--- src/rtl/uart_tx_queue_if.sv ---
// Handshake bundle between a host, the UART transmit queue and its status.
// The host writes words and sees queue status; the queue drives the
// transmitter launch strobe and data word.
interface uart_tx_queue_if #(
    parameter int DBIT   = 8,
    parameter int ADDR_W = 4
);
    logic              wr;
    logic [DBIT-1:0]   wdata;
    logic              flush;
    logic              clr_ovf;
    logic              tx_done_tick;
    logic              tx_start;
    logic [DBIT-1:0]   tx_din;
    logic              full;
    logic              empty;
    logic [ADDR_W:0]   count;
    logic              overflow;
    logic              busy;

    modport master (
        output wr, wdata, flush, clr_ovf, tx_done_tick,
        input  tx_start, tx_din, full, empty, count, overflow, busy
    );

    modport slave (
        input  wr, wdata, flush, clr_ovf, tx_done_tick,
        output tx_start, tx_din, full, empty, count, overflow, busy
    );
endinterface

--- src/rtl/uart_tx_queue.sv ---
// Circular word queue feeding a UART transmitter. Words are popped one at a
// time into a registered tx_din and launched with a one-cycle tx_start; the
// next word is only popped after the transmitter reports tx_done_tick.
module uart_tx_queue #(
    parameter int DBIT   = 8,
    parameter int ADDR_W = 4
) (
    input  logic          clk,
    input  logic          reset,
    uart_tx_queue_if.slave bus
);
    localparam int DEPTH = 1 << ADDR_W;
    localparam logic [ADDR_W:0] FULL_CNT = (ADDR_W+1)'(DEPTH);

    typedef enum logic [1:0] {IDLE, LAUNCH, WAIT} state_t;

    state_t              state;
    logic [DBIT-1:0]     mem [DEPTH];
    logic [ADDR_W-1:0]   wr_ptr;
    logic [ADDR_W-1:0]   rd_ptr;
    logic [ADDR_W:0]     count_q;
    logic [ADDR_W:0]     count_nxt;
    logic                full_q;
    logic                empty_q;
    logic                ovf_q;
    logic                start_q;
    logic [DBIT-1:0]     din_q;
    logic                wr_acc;
    logic                wr_drop;
    logic                pop;

    // Flush clears the queue, so it also blocks any write or pop on that edge.
    assign wr_acc  = bus.wr && !full_q && !bus.flush;
    assign wr_drop = bus.wr &&  full_q && !bus.flush;
    assign pop     = (state == IDLE) && !empty_q && !bus.flush;

    // Next occupancy, from which the registered full/empty flags are derived.
    always_comb begin
        count_nxt = count_q;
        if (bus.flush) begin
            count_nxt = '0;
        end else begin
            unique case ({wr_acc, pop})
                2'b10:   count_nxt = count_q + 1'b1;
                2'b01:   count_nxt = count_q - 1'b1;
                default: count_nxt = count_q;
            endcase
        end
    end

    // Queue storage; contents need no reset since pointers define validity.
    always_ff @(posedge clk) begin
        if (wr_acc)
            mem[wr_ptr] <= bus.wdata;
    end

    // Pointers, occupancy flags, overflow and the launch FSM.
    always_ff @(posedge clk or posedge reset) begin
        if (reset) begin
            state   <= IDLE;
            wr_ptr  <= '0;
            rd_ptr  <= '0;
            count_q <= '0;
            full_q  <= 1'b0;
            empty_q <= 1'b1;
            ovf_q   <= 1'b0;
            start_q <= 1'b0;
            din_q   <= '0;
        end else begin
            count_q <= count_nxt;
            full_q  <= (count_nxt == FULL_CNT);
            empty_q <= (count_nxt == '0);

            if (bus.flush) begin
                wr_ptr <= '0;
                rd_ptr <= '0;
            end else begin
                if (wr_acc)
                    wr_ptr <= wr_ptr + 1'b1;
                if (pop)
                    rd_ptr <= rd_ptr + 1'b1;
            end

            if (wr_drop)
                ovf_q <= 1'b1;
            else if (bus.clr_ovf)
                ovf_q <= 1'b0;

            start_q <= 1'b0;
            unique case (state)
                IDLE: begin
                    if (pop) begin
                        din_q   <= mem[rd_ptr];
                        start_q <= 1'b1;
                        state   <= LAUNCH;
                    end
                end
                LAUNCH: state <= WAIT;
                WAIT: begin
                    if (bus.tx_done_tick)
                        state <= IDLE;
                end
                default: state <= IDLE;
            endcase
        end
    end

    assign bus.tx_start = start_q;
    assign bus.tx_din   = din_q;
    assign bus.full     = full_q;
    assign bus.empty    = empty_q;
    assign bus.count    = count_q;
    assign bus.overflow = ovf_q;
    assign bus.busy     = (state != IDLE) || !empty_q;
endmodule

--- src/flat_wrapper.sv ---
// flat-port wrapper written by rule: the top's interface ports become plain ports
module uart_tx_queue_flat 
#(
    parameter int DBIT   = 8,
    parameter int ADDR_W = 4
)
  (clk, reset, bus_wr, bus_wdata, bus_flush, bus_clr_ovf, bus_tx_done_tick, bus_tx_start, bus_tx_din, bus_full, bus_empty, bus_count, bus_overflow, bus_busy);
  uart_tx_queue_if #(.DBIT(DBIT), .ADDR_W(ADDR_W)) bus_i ();
  input  logic clk;
  input  logic reset;
  input wire logic [$bits(bus_i.wr)-1:0] bus_wr;
  input wire logic [$bits(bus_i.wdata)-1:0] bus_wdata;
  input wire logic [$bits(bus_i.flush)-1:0] bus_flush;
  input wire logic [$bits(bus_i.clr_ovf)-1:0] bus_clr_ovf;
  input wire logic [$bits(bus_i.tx_done_tick)-1:0] bus_tx_done_tick;
  output wire logic [$bits(bus_i.tx_start)-1:0] bus_tx_start;
  output wire logic [$bits(bus_i.tx_din)-1:0] bus_tx_din;
  output wire logic [$bits(bus_i.full)-1:0] bus_full;
  output wire logic [$bits(bus_i.empty)-1:0] bus_empty;
  output wire logic [$bits(bus_i.count)-1:0] bus_count;
  output wire logic [$bits(bus_i.overflow)-1:0] bus_overflow;
  output wire logic [$bits(bus_i.busy)-1:0] bus_busy;
  assign bus_i.wr = bus_wr;
  assign bus_i.wdata = bus_wdata;
  assign bus_i.flush = bus_flush;
  assign bus_i.clr_ovf = bus_clr_ovf;
  assign bus_i.tx_done_tick = bus_tx_done_tick;
  assign bus_tx_start = bus_i.tx_start;
  assign bus_tx_din = bus_i.tx_din;
  assign bus_full = bus_i.full;
  assign bus_empty = bus_i.empty;
  assign bus_count = bus_i.count;
  assign bus_overflow = bus_i.overflow;
  assign bus_busy = bus_i.busy;
  uart_tx_queue #(.DBIT(DBIT), .ADDR_W(ADDR_W)) u_core (.clk(clk), .reset(reset), .bus(bus_i));
endmodule
--- config.mk ---
export PLATFORM = sky130hd
export DESIGN_NAME = uart_tx_queue_flat
export DESIGN_NICKNAME = d
export VERILOG_FILES = /design/src/rtl/uart_tx_queue_if.sv /design/src/rtl/uart_tx_queue.sv /design/src/flat_wrapper.sv
export SDC_FILE = /design/constraint.sdc
export NUM_CORES = 1
export LEC_CHECK = 0
export BUFFER_PORTS_ARGS = -buffer_cell sky130_fd_sc_hd__buf_2
export CAP_MARGIN = 20
export CORE_MARGIN = 2
export CORE_UTILIZATION = 45
export DETAILED_ROUTE_END_ITERATION = 8
export GPL_TIMING_DRIVEN = 0
export PLACE_DENSITY = 0.75
export SYNTH_ARGS = -nofsm -noshare
export SYNTH_HDL_FRONTEND = slang
export SYNTH_SLANG_ARGS = --single-unit
--- constraint.sdc ---
create_clock -name clk -period 2.6 [get_ports clk]
set_input_delay 0.65 -clock clk [delete_from_list [all_inputs] [get_ports clk]]
set_output_delay 0.65 -clock clk [all_outputs]
set_load 0.01 [all_outputs]
==> results.md <==
* CTS tree: yes
* Post-synth EDFFs at 128
* Sink Count at 155
* Area occupied by multi-input gates at 1790 um2
* WL/cell at 20.2 um
* Synth async-reset ratio at 17.4%
* Top Ports at 32
* Cell taking the most area after synthesis: edfxtp_1
* 1st-iter DRT viols at 399
* Fmax at 409 MHz
* Root Buffer: clkbuf_16
* Synthesized netlist cell count at 380
* Startpoint types: register
* Clk buf depth at 2
* Starting Density at 46.0%
* Detailed placer's ending HPWL at 8.00 mm
* Critical path data required time at 2950 ps
* Pre-CTS setup slack at -353 ps
* Slowest stage delay, CP at 420 ps
* Mapped Nets at 402
* Data arrival time of the critical path at 2800 ps
* Xor/xnor cell area share of the yosys netlist at 1.65%
* Cell variety after synth at 36
* Row count at 43
* M1 wire length at 5.49 mm
* Status: finished, final reports clean
* Crit share post-route at 94.0%
* Setup violators final at 0
* Post-synth top flop: edfxtp_1
* Synth top area share at 60.3%
* Core Box Area at 13,900 um2
* Worst Hold Class: input pin to async pin
* Most common cell in the synthesized netlist: edfxtp_1
* Final hold vios at 0
* CP max stage cell: dfrtp_1
* MaxCap Viol Count at 0
* #FFs+latches synth at 155
* Reg2reg setup slack at 160 ps
* Largest net degree at the start of global routing at 28
* Initial antenna violation count at 0
* Compound-cell area share of the yosys netlist at 4.61%
* Via density at 5.59
* Die W at 123 um
* Lkg Pwr at 2.68 nW
* Layout overhead on the synthesized area at 19.0%
* Antenna Violating Nets Remaining at 0
* Sequential-to-total area share from yosys stat at 70.9%
* Die area at 15,100 um2
* All-Layer GR Usage at 17.9%
* RePlAce Congestion at 0.810
* Register area at 4520 um2
* VDD IR max at 0.000565 V
* Final worst slack at 156 ps
* Met3 routed WL at 752 um
* Num CTS Buffers at 17
* Ant diodes at 0
* Area contributors post-synth: edfxtp_1 (60%), dfrtp_1 (10%), mux4_2 (4.2%)
* Post-synthesis adder-cell area fraction at 1.57%
* First-pass GRT wire length at 19.5 mm
* H-tree depth at 4
* Worst path cell trace: nor2b_4, nor2b_4, inv_1, ha_2, clkbuf_8, xor2_1, ha_2, nor3b_4, o32ai_2, xnor2_1, buf_4, a41o_1
* Vias in the first global route at 3,443
* Routed wl met2 at 6.42 mm
* Crit Path Category: register to register
* Worst slew margin at 30.6%
* Routed WL at 12.8 mm
* Power density cells at 878 nW/um2
* Min Clock Period, post-route at 2440 ps
* Largest family of logic cells by synthesized area: multiplexers
* Fin Clk Skew at 6.42 ps
* DRC viols at 0
* Post-synth top cells: edfxtp_1 (128), nor2_1 (30), dfrtp_1 (26)
* Pre-antenna DRT Iters at 5
* Synth Area in Simple Gates at 5.32%
* Skew-Pair Late Insertion Delay at 420 ps
* CTS Hold Bufs at 0
* Final net count at 463
* Overflow after GRT at 0
* Min Hold Slack at 252 ps
* Fillers at 1,031
* Setup crit end kind: register
* Synthesized area at 6380 um2
* Die H at 123 um
* Number of buffers added on ports at 30
* Max-slew violation count at 0
* Share of cells above drive strength 1 at 27.8%
* Max Used Layer: met4
* Post-synthesis mux area share at 13.7%
* Synth Area per Inst at 16.8 um2
* Yosys warns at 0
* RSZ-0062 raised after global routing: false
* Crit-path max FO at 8
* Worst-path clk slew at 60 ps
* Worst Tran Pin Value at 1040 ps
* Vias at 3,541
[logic make-up (layout without fill, tap and decap cells)]
family | count (synthesis) | count (layout)
compound gates | 45 | 45
buf+inv | 30 | 104
simple gates | 73 | 73
fa+ha+maj | 8 | 8
mux | 57 | 57
xor+xnor | 12 | 12
flops | 155 | 155
[sequential cells by signal, summed over array words and instances (netlist names)]
signal / count
u_core.wr_ptr: 4
u_core.bus.tx_start: 1
u_core.bus.count: 5
u_core.state: 2
u_core.bus.full: 1
u_core.bus.overflow: 1
u_core.bus.empty: 1
u_core.rd_ptr: 4
u_core.bus.tx_din: 8
u_core.mem: 128
[repair_timing]
action,in CTS,in global routing
pin swaps,2,3
endpoints found under the setup margin,5,3
gates resized for setup,4,1
setup buffers,3,7
[metal layers]
layer	track usage, %	vias up
li1	-	1594
met1	24.2	1819
met2	28.2	113
met3	4.57	15
met4	6.53	0
met5	0	-
[cell type report]
class	count	share of cell area [%]
well taps	180	2.97
plain buffers	20	1.81
multi-input cells	195	23.6
clock inverters	11	2.09
flip-flops and latches	155	59.6
inverters	9	0.445
repair buffers	43	3.46
clock buffers	21	6.07
[critical path: cells and delay by family (launching register included)]
family | cells | cell delay [ps]
AOI/OAI and AO/OA | 2 | 390
xor gates and xnor gates | 2 | 320
adders and majority gates | 2 | 380
buffers and inverters | 3 | 390
DFF | 1 | 420
and+or+nand+nor | 3 | 480
[power breakdown]
| part | total [W] | leakage, nW | switching, W | internal (W) |
|---|---|---|---|---|
| clock network | 0.00255 | 0.292 | 0.000970 | 0.00158 |
| registers | 0.00292 | 1.51 | 0.000101 | 0.00282 |
| logic | 0.00119 | 0.874 | 0.000617 | 0.000577 |
| total | 0.00667 | 2.68 | 0.00169 | 0.00498 |
[worst paths after layout]
| kind | startpoint | to | depth (start not counted) |
|---|---|---|---|
| worst min-delay path | reset | u_core.bus.count[4]$_DFF_PP0_ | 2 |
| worst max-delay path | u_core.bus.full$_DFF_PP0_ | u_core.bus.empty$_DFF_PP1_ | 12 |
| min in group clk | bus_clr_ovf | u_core.bus.overflow$_DFFE_PP0P_ | 2 |
| max in group asynchronous | reset | u_core.bus.tx_din[7]$_DFFE_PP0P_ | 3 |
| worst max register to register | u_core.bus.full$_DFF_PP0_ | u_core.bus.empty$_DFF_PP1_ | 12 |
| worst min register to register | u_core.bus.tx_din[3]$_DFFE_PP0P_ | u_core.bus.tx_din[3]$_DFFE_PP0P_ | 2 |
[stage by stage]
step | utilization (%) | power (W) | instance area, um2 | TNS (ps) | std cells
2_1_floorplan | - | 0.00373 | 6450 | 0 | 380
3_3_place_gp | 49.2 | 0.00403 | 6830 | -8510 | 590
3_5_place_dp | 49.3 | 0.00407 | 6850 | -949 | 592
4_1_cts | 54.1 | 0.00666 | 7510 | 0 | 627
5_1_grt | 54.7 | 0.00690 | 7590 | 0 | 634
6_report | 54.7 | 0.00667 | 7590 | 0 | 634
[layout by cell type (no fill, tap or decap), types with 7 or more instances in the layout]
cell and count:
o22ai_1 7, mux2i_1 17, clkbuf_1 12, buf_4 11, clkbuf_16 18, inv_1 8
dfrtp_1 26, xor2_1 7, nand2_1 15, nor3_1 8, mux4_2 12, edfxtp_1 128
a21oi_1 9, nor2_1 30, mux2_2 20, o21ai_0 12, mux4_1 8, buf_2 35
No activity file was read; power rests on OpenSTA's default activity.
